**src/rtl/t2mi_bbf_header_gen.sv**
```systemverilog
// T2-MI baseband-frame header generator: emits the 19-byte T2-MI/payload/BBHEADER
// sequence with a trailing CRC-8 byte, and tracks packet/block/frame/superframe counters.
module t2mi_bbf_header_gen (
    input  logic        CLK,
    input  logic        RST,
    input  logic        START,
    input  logic [7:0]  plp_id,
    input  logic        nm_or_hem,
    input  logic [9:0]  plp_num_blocks,
    input  logic [7:0]  num_t2_frames,
    input  logic [15:0] k_bch,
    input  logic [15:0] syncd,
    input  logic        HDR_READY,
    output logic [7:0]  HDR_DATA,
    output logic        HDR_VALID,
    output logic        HDR_LAST,
    output logic        BUSY
);

    typedef enum logic [1:0] {IDLE = 2'd0, SEND = 2'd1, CRC = 2'd2} state_t;

    state_t      state_q, state_d;
    logic [4:0]  idx_q, idx_d;
    logic [7:0]  plp_q, plp_d;
    logic        nm_q, nm_d;
    logic [15:0] kbch_q, kbch_d;
    logic [15:0] syncd_q, syncd_d;
    logic [7:0]  crc_q, crc_d;
    logic [7:0]  data_q, data_d;
    logic        valid_q, valid_d;
    logic        last_q, last_d;
    logic        busy_q, busy_d;
    logic [7:0]  pkt_cnt_q, pkt_cnt_d;
    logic [9:0]  blk_cnt_q, blk_cnt_d;
    logic [7:0]  frm_idx_q, frm_idx_d;
    logic [3:0]  sf_idx_q, sf_idx_d;

    logic        accept_s;
    logic [4:0]  nxt_idx_s;
    logic [7:0]  nxt_byte_s;
    logic [7:0]  crc_upd_s;
    logic [15:0] payload_len_s;
    logic [15:0] dfl_s;
    logic [15:0] upl_s;
    logic [7:0]  sync_s;
    logic [9:0]  blk_lim_s;
    logic [7:0]  frm_lim_s;

    // CRC-8, polynomial 0xD5, MSB first, one byte per call
    function automatic logic [7:0] crc8_update(input logic [7:0] crc, input logic [7:0] data);
        logic [7:0] c;
        c = crc ^ data;
        for (int i = 0; i < 8; i++) begin
            c = c[7] ? ((c << 1) ^ 8'hD5) : (c << 1);
        end
        return c;
    endfunction

    // Field values derived from the latched parameters and current counter limits
    always_comb begin
        accept_s      = valid_q && HDR_READY;
        nxt_idx_s     = idx_q + 5'd1;
        crc_upd_s     = crc8_update(crc_q, data_q);
        payload_len_s = kbch_q + 16'd24;
        dfl_s         = kbch_q - 16'd80;
        upl_s         = nm_q ? 16'h0000 : 16'h05E0;
        sync_s        = nm_q ? 8'h00 : 8'h47;
        blk_lim_s     = (plp_num_blocks == 10'd0) ? 10'd0 : (plp_num_blocks - 10'd1);
        frm_lim_s     = (num_t2_frames == 8'd0) ? 8'd0 : (num_t2_frames - 8'd1);
    end

    // Header byte that follows the one currently presented
    always_comb begin
        case (nxt_idx_s)
            5'd1:    nxt_byte_s = pkt_cnt_q;
            5'd2:    nxt_byte_s = {sf_idx_q, 4'h0};
            5'd3:    nxt_byte_s = 8'h00;
            5'd4:    nxt_byte_s = payload_len_s[15:8];
            5'd5:    nxt_byte_s = payload_len_s[7:0];
            5'd6:    nxt_byte_s = frm_idx_q;
            5'd7:    nxt_byte_s = plp_q;
            5'd8:    nxt_byte_s = {(blk_cnt_q == 10'd0), 7'b0};
            5'd9:    nxt_byte_s = 8'hF0;
            5'd10:   nxt_byte_s = plp_q;
            5'd11:   nxt_byte_s = upl_s[15:8];
            5'd12:   nxt_byte_s = upl_s[7:0];
            5'd13:   nxt_byte_s = dfl_s[15:8];
            5'd14:   nxt_byte_s = dfl_s[7:0];
            5'd15:   nxt_byte_s = sync_s;
            5'd16:   nxt_byte_s = syncd_q[15:8];
            5'd17:   nxt_byte_s = syncd_q[7:0];
            default: nxt_byte_s = 8'h00;
        endcase
    end

    // Sequencer next-state, output and counter logic
    always_comb begin
        state_d   = state_q;
        idx_d     = idx_q;
        plp_d     = plp_q;
        nm_d      = nm_q;
        kbch_d    = kbch_q;
        syncd_d   = syncd_q;
        crc_d     = crc_q;
        data_d    = data_q;
        valid_d   = valid_q;
        last_d    = last_q;
        pkt_cnt_d = pkt_cnt_q;
        blk_cnt_d = blk_cnt_q;
        frm_idx_d = frm_idx_q;
        sf_idx_d  = sf_idx_q;
        case (state_q)
            IDLE: begin
                if (START) begin
                    state_d = SEND;
                    idx_d   = 5'd0;
                    plp_d   = plp_id;
                    nm_d    = nm_or_hem;
                    kbch_d  = k_bch;
                    syncd_d = syncd;
                    crc_d   = 8'h00;
                    data_d  = 8'h00;
                    valid_d = 1'b1;
                    last_d  = 1'b0;
                end else begin
                    state_d = IDLE;
                end
            end
            SEND: begin
                if (accept_s) begin
                    idx_d = nxt_idx_s;
                    if (idx_q >= 5'd9) begin
                        crc_d = crc_upd_s;
                    end else begin
                        crc_d = crc_q;
                    end
                    if (idx_q == 5'd17) begin
                        // CRC byte: LSB flipped for HEM so the mode is self-identifying
                        state_d = CRC;
                        data_d  = crc_upd_s ^ {7'b0, nm_q};
                        last_d  = 1'b1;
                    end else begin
                        data_d  = nxt_byte_s;
                    end
                end else begin
                    state_d = SEND;
                end
            end
            CRC: begin
                if (accept_s) begin
                    state_d   = IDLE;
                    idx_d     = 5'd0;
                    data_d    = 8'h00;
                    valid_d   = 1'b0;
                    last_d    = 1'b0;
                    pkt_cnt_d = pkt_cnt_q + 8'd1;
                    // >= rather than == so a counter beyond a reduced limit still wraps
                    if (blk_cnt_q >= blk_lim_s) begin
                        blk_cnt_d = 10'd0;
                        if (frm_idx_q >= frm_lim_s) begin
                            frm_idx_d = 8'd0;
                            sf_idx_d  = sf_idx_q + 4'd1;
                        end else begin
                            frm_idx_d = frm_idx_q + 8'd1;
                        end
                    end else begin
                        blk_cnt_d = blk_cnt_q + 10'd1;
                    end
                end else begin
                    state_d = CRC;
                end
            end
            default: begin
                state_d = IDLE;
                valid_d = 1'b0;
                last_d  = 1'b0;
            end
        endcase
        busy_d = (state_d != IDLE);
    end

    // State and output registers
    always_ff @(posedge CLK or negedge RST) begin
        if (!RST) begin
            state_q   <= IDLE;
            idx_q     <= 5'd0;
            plp_q     <= 8'h00;
            nm_q      <= 1'b0;
            kbch_q    <= 16'h0000;
            syncd_q   <= 16'h0000;
            crc_q     <= 8'h00;
            data_q    <= 8'h00;
            valid_q   <= 1'b0;
            last_q    <= 1'b0;
            busy_q    <= 1'b0;
            pkt_cnt_q <= 8'd0;
            blk_cnt_q <= 10'd0;
            frm_idx_q <= 8'd0;
            sf_idx_q  <= 4'd0;
        end else begin
            state_q   <= state_d;
            idx_q     <= idx_d;
            plp_q     <= plp_d;
            nm_q      <= nm_d;
            kbch_q    <= kbch_d;
            syncd_q   <= syncd_d;
            crc_q     <= crc_d;
            data_q    <= data_d;
            valid_q   <= valid_d;
            last_q    <= last_d;
            busy_q    <= busy_d;
            pkt_cnt_q <= pkt_cnt_d;
            blk_cnt_q <= blk_cnt_d;
            frm_idx_q <= frm_idx_d;
            sf_idx_q  <= sf_idx_d;
        end
    end

    assign HDR_DATA  = data_q;
    assign HDR_VALID = valid_q;
    assign HDR_LAST  = last_q;
    assign BUSY      = busy_q;

endmodule

```
**config.mk**
```make
export PLATFORM = sky130hd
export DESIGN_NAME = t2mi_bbf_header_gen
export DESIGN_NICKNAME = d
export VERILOG_FILES = /design/src/rtl/t2mi_bbf_header_gen.sv
export SDC_FILE = /design/constraint.sdc
export NUM_CORES = 1
export LEC_CHECK = 0
export CORE_ASPECT_RATIO = 0.7
export CORE_MARGIN = 3
export CORE_UTILIZATION = 55
export DETAILED_ROUTE_END_ITERATION = 16
export PLACE_DENSITY = 0.78
export SYNTH_ARGS = -nofsm -noshare
export SYNTH_HDL_FRONTEND = slang
export SYNTH_SLANG_ARGS = --single-unit
```
**constraint.sdc**
```tcl
create_clock -name CLK -period 7.7 [get_ports CLK]
set_input_delay 1.54 -clock CLK [delete_from_list [all_inputs] [get_ports CLK]]
set_output_delay 1.54 -clock CLK [all_outputs]
set_load 0.005 [all_outputs]
```
==> flow_metrics.tcl, run 1 <==
set metrics [dict create \
    via_per_inst 6.22 \
    peakVddDrop_v 0.000450 \
    finalSetupViolCount 0 \
    dieArea_um2 13700 \
    synth-seq-area-share 0.359 \
    place_hpwl_um 13800 \
    cp.arrival_ns 5.02 \
    place_congestion 0.964 \
    post_cts_buffers 0 \
    synth.avg_cell_area_um2 9.03 \
    io-pin-count 74 \
    fp.dieW_um 139 \
    synthArstFlopShare 1.00 \
    synth-main-ff-cell "dfrtp_1" \
    synthCells 749 \
    antenna_found_initial 0 \
    drv_cap 0 \
    drt-total-wl_um 18100 \
    cp_data_required_time_ns 7.93 \
    synth-seq-cells 97 \
    initial_core_util 0.571 \
    hold_ws_ns 0.489 \
    relSlewSlack 0.212 \
    tightest_slew_ns 1.18 \
    path_class "in -> reg" \
    dr_total_vias 6012 \
    cts_resized 0 \
    post_drt_wl_per_cell_um 18.8 \
    period_share 0.622 \
    placement.io_buffers 73 \
    grt_pass1_vias 5813 \
    drive_gt1_frac 0.0889 \
    synth_area_um2 6760 \
    rsz0062_at_grt "false" \
    crit_path_end_kind "flip-flop" \
    grt_first_pass_wirelength_um 29700 \
    ant_nets 0 \
    track_usage 0.267 \
    synth_cell_types 68 \
    fin_tns_setup_ns 0 \
    critPathLaunchType "input pin" \
    num-nets-final 903 \
    cts_tree "yes" \
    syn_nets 847 \
    hp-class "reg -> reg" \
    power_density_nw_per_um2 394 \
    syn_to_final_growth_pct 16.6 \
    die_h_um 98.8 \
    root_buffer "clkbuf_16" \
    drc_errors 0 \
    leakage_nw 3.40 \
    diodes 0 \
    hold_violations 0 \
    max_freq_ghz 0.209 \
    fin_skew_ns 0.00553 \
    cts_buffers 9 \
    final_max_slew_viol_count 0 \
    synth-edff-count 0 \
    firstDrtPassIters 5 \
    grt_max_degree 61 \
    overflow 0 \
    clk_pin_slew_ns 0.07 \
    core-area_um2 11900 \
    min_period_ns 4.79 \
    cts_hold_buf 0 \
    nFillCells 940 \
    crit_fanout 11 \
    cts_max_path_buffers 2 \
    ys.warnings.count 0 \
    clk_latency_ns 0.35 \
    cts_sinks 97 \
    drtIter0Drc 538 \
    fp-row-count 33 \
    htree_levels 3 \
    status "finished clean" \
]
[stage by stage]
step,util,instances,area (um^2),power [mW],worst slack [ns]
final,0.666,967,7890,3.11,2.91
after global routing,0.666,967,7890,3.30,2.67
after CTS,0.666,967,7890,3.08,2.96
after detailed placement,0.642,951,7600,2.64,2.60
after global placement,0.642,951,7600,2.59,2.88
after floorplan,-,749,6760,2.19,3.46
[power breakdown]
part | internal (mW) | switching (mW) | leakage (nW)
Clock | 0.230 | 0.199 | 0.128
Combinational | 0.811 | 0.977 | 2.03
Sequential | 0.668 | 0.224 | 1.23
[cell usage in the layout (no fill, tap or decap), drive strengths merged, types with 28 or more instances in the layout]
| cell | count |
|---|---|
| a21oi | 39 |
| clkdlybuf4s50 | 72 |
| dfrtp | 97 |
| ha | 35 |
| mux2 | 38 |
| nand2 | 97 |
| nand3 | 28 |
| nor2 | 48 |
| o21ai | 34 |
| xnor2 | 38 |
| xor2 | 35 |
[layout make-up]
class,instances,area [um^2],share of cell area
sequential,97,2430,0.308
multi-input combinational,598,4140,0.524
timing repair buffer,78,766,0.0971
tap,157,196,0.0249
clock inverter,5,40.0,0.00508
inverter,21,78.8,0.0100
clock buffer,11,243,0.0308
[metal layers]
metal | up-vias | GRT usage | wire [um]
met5 | - | 0 | 0
met4 | 0 | 0.0623 | 284
met3 | 30 | 0.0650 | 1400
met2 | 233 | 0.400 | 7890
met1 | 2933 | 0.393 | 8570
li1 | 2816 | - | -
[cells in the mapped netlist (4+ instances only)]
library cell,instances,area (um^2)
a22o_1,7,61.3
xnor2_1,35,307
nand3b_1,5,37.5
nand2_1,97,364
buf_2,5,25.0
nand2b_1,15,93.8
xor2_1,35,307
and3_1,11,68.8
o22ai_1,4,25.0
nor2b_1,12,75.1
and2_1,8,50.1
nand3_1,28,140
nor4_1,8,50.1
a2111oi_0,6,52.6
a22oi_1,5,37.5
a211oi_1,5,37.5
o211ai_1,11,82.6
a21o_1,10,75.1
a21oi_1,38,190
nand4_1,10,62.6
clkbuf_1,25,93.8
mux2i_1,4,40.0
ha_1,35,438
nor2_1,48,180
o21ai_0,28,140
inv_1,21,78.8
a31oi_1,5,31.3
mux2_2,38,428
a221oi_1,5,43.8
dfrtp_1,97,2430
o21ai_1,6,30.0
or2_2,4,25.0
o31ai_1,6,45.0
nor3_1,16,80.1
[worst max-delay path, stage by stage]
cell and delay, ns:
clkdlybuf4s50_1 0.47, nor4_1 0.49, nand3_1 0.36, nand2b_1 0.19
ha_1 0.17, a21o_1 0.08, a21oi_1 0.06, o21ai_0 0.42
nand3_1 0.43, nor3_1 0.42, mux2_2 0.38
[worst paths after layout]
check	start	end	slack, ns	depth (start not counted)
hold reg to reg	pkt_cnt_q[7]	pkt_cnt_q[7]	0.49	1
hold / removal	pkt_cnt_q[7]	pkt_cnt_q[7]	0.49	1
max in group asynchronous	RST	pkt_cnt_q[4]	5.40	2
min in group asynchronous	RST	crc_q[4]	1.15	1
setup / recovery	plp_num_blocks[7]	sf_idx_q[1]	2.91	11
setup reg to reg	idx_q[1]	HDR_DATA[6]	3.55	7
[state kept, by name, summed over array words and instances (netlist names)]
register and cells:
BUSY 1, HDR_DATA 8, HDR_LAST 1, HDR_VALID 1
blk_cnt_q 10, crc_q 8, frm_idx_q 8, idx_q 5
kbch_q 16, nm_q 1, pkt_cnt_q 8, plp_q 8
sf_idx_q 4, state_q 2, syncd_q 16
[cells by family after synthesis]
logic type / share of synthesized area
XOR/XNOR: 0.106
adder cells (fa/ha/maj): 0.0647
multiplexers: 0.0692
AO/OA/AOI/OAI: 0.170
AND/OR/NAND/NOR: 0.200
flip-flops: 0.359
buffers and inverters: 0.0309
Power figures use the tool's default switching activity.
==> run 2: changes to the inputs <==
clock period = 4.5 ns   (was 7.7 ns; I/O delays follow)
==> run 2 against run 1 <==
Net effect: clock-buffer cell count fell by 1; wire length is 0.47% lower; clock skew up 0.0014 ns; largest cell class unchanged; worst hold slack better by 0.0010 ns; first-iteration DRC count rose by 9.5%; register-to-register slack got worse by 2.8 ns; sequential share of layout area is 0.16 points lower; critical path depth unchanged; global-route usage down 0.19 points; combinational power grew 75%.
==> flow_metrics.tcl, run 2 (synthesis gave the netlist of run 1 again) <==
set metrics [dict create \
    status "finished clean" \
    track_usage 0.265 \
    drt-total-wl_um 18100 \
    core-area_um2 11900 \
    finalSetupViolCount 0 \
    critPathTopFamily "compound AO/OA/AOI/OAI gates" \
    layout_common_cells "dfrtp_1 (97), nand2_1 (97), clkdlybuf4s50_1 (72), nor2_1 (47)" \
    fin_tns_setup_ns 0 \
    tightest_slew_ns 1.13 \
    cts_buffers 9 \
    cts_max_path_buffers 2 \
    path_cells "clkdlybuf4s50_1 > inv_1 > ha_1 > nand2_1 > or3_1 > nand2_1 > ha_1 > a2111oi_0 > o21a_1 > nor2_1 > o311ai_0" \
    cts_sinks 97 \
    leakage_nw 3.42 \
    via_per_inst 6.17 \
    root_buffer "clkbuf_16" \
    rsz0062_at_grt "false" \
    path_class "in -> reg" \
    stdcell_count 973 \
    holdPathEnd "pkt_cnt_q[7]" \
    cp_data_required_time_ns 4.74 \
    period_share 0.883 \
    cts_resized 0 \
    ant_nets 0 \
    fp.dieW_um 139 \
    die_h_um 98.8 \
    io-pin-count 74 \
    rrSetupSlack_ns 0.73 \
    hold_violations 0 \
    rr_startpoint "idx_q[1]" \
    total_power_mw 5.36 \
    max_freq_ghz 0.252 \
    worstHoldPathCells 1 \
    cpMaxStageDelayCell "a2111oi_0" \
    drc_errors 0 \
    rr_worst_depth 9 \
    r2r-end "HDR_DATA[4]" \
    syn_to_final_growth_pct 17.2 \
    dieArea_um2 13700 \
    critPathLaunchType "input pin" \
    place_congestion 0.956 \
    placement.io_buffers 73 \
    final_max_slew_viol_count 0 \
    place_hpwl_um 13900 \
    drive_gt1_frac 0.0956 \
    clk_pin_slew_ns 0.07 \
    grt_max_degree 77 \
    cts_tree "yes" \
    post_cts_buffers 0 \
    place_inst 957 \
    relSlewSlack 0.243 \
    power_density_nw_per_um2 676 \
    cp.arrival_ns 4.21 \
    top_regs "kbch_q x16, syncd_q x16, blk_cnt_q x10" \
    initial_core_util 0.571 \
    hp-class "reg -> reg" \
    fp-row-count 33 \
    hold_ws_ns 0.490 \
    diodes 0 \
    fin_skew_ns 0.00694 \
    antenna_found_initial 0 \
    grt_pass1_vias 5788 \
    hold_path_startpoint "pkt_cnt_q[7]" \
    htree_levels 3 \
    crit_path_end_kind "flip-flop" \
    num-nets-final 909 \
    peakVddDrop_v 0.000898 \
    grt_first_pass_wirelength_um 29600 \
    cts_hold_buf 0 \
    min_period_ns 3.97 \
    crit_fanout 9 \
    post_drt_wl_per_cell_um 18.6 \
    drv_cap 0 \
    cpPeakStageDelay_ns 0.66 \
    firstDrtPassIters 6 \
    clk_latency_ns 0.35 \
    overflow 0 \
    path_buf_inv 2 \
    drtIter0Drc 589 \
    dr_total_vias 6002 \
]
-- run 2: worst max-delay path by stage --
stage / startpoint / endpoint / slack (ns) / cells past startpoint
2_1_floorplan: num_t2_frames[5] / frm_idx_q[2] / 0.90 / 13
3_3_place_gp: num_t2_frames[4] / frm_idx_q[2] / 0.32 / 13
3_5_place_dp: num_t2_frames[4] / frm_idx_q[2] / 0.16 / 10
4_1_cts: num_t2_frames[4] / frm_idx_q[2] / 0.51 / 10
5_1_grt: num_t2_frames[4] / frm_idx_q[2] / 0.13 / 10
6_report: num_t2_frames[0] / frm_idx_q[2] / 0.53 / 11
-- run 2: power by group --
part           switching (mW)  total [mW]  internal [mW]
sequential              0.352        1.49           1.14
combinational            1.71        3.13           1.42
clock                   0.356       0.737          0.381
total                    2.42        5.36           2.94
-- run 2: through the flow --
| stage | instance area, um^2 | utilization | worst slack, ns |
|---|---|---|---|
| after CTS | 7930 | 0.669 | 0.511 |
| after floorplan | 6760 | - | 0.901 |
| after global placement | 7650 | 0.645 | 0.319 |
| final | 7930 | 0.669 | 0.527 |
| after global routing | 7930 | 0.669 | 0.131 |
| after detailed placement | 7650 | 0.645 | 0.159 |
-- run 2: cell type report --
type / count / area, um^2
clock buffers: 10 / 229
fillers: 941 / 3920
multi-input cells: 598 / 4140
repair buffers: 84 / 811
clock inverters: 6 / 48.8
flip-flops and latches: 97 / 2430
well taps: 157 / 196
inverters: 21 / 78.8
-- run 2: per-layer routing --
layer | share of wire | track usage | vias to the layer above
li1 | - | - | 2826
met1 | 0.46 | 0.387 | 2890
met2 | 0.44 | 0.397 | 261
met3 | 0.091 | 0.0674 | 25
met4 | 0.010 | 0.0645 | 0
met5 | 0 | 0 | -
==> run 3: changes to the inputs <==
--- a/config.mk
+++ b/config.mk
@@ -7,2 +7,3 @@
 export LEC_CHECK = 0
+export ABC_CLOCK_PERIOD_IN_PS = 4500
 export CORE_ASPECT_RATIO = 0.7
--- a/constraint.sdc
+++ b/constraint.sdc
@@ -3,2 +3,2 @@
 set_output_delay 0.9 -clock CLK [all_outputs]
-set_load 0.005 [all_outputs]
+set_load 0.05 [all_outputs]
==> results of run 3 <==
The final DEF is identical to that of run 2. Status: finished clean.
Among the figures that moved: total power 5.36 mW -> 5.48 mW; worst IR drop on VDD 0.000898 V -> 0.000951 V
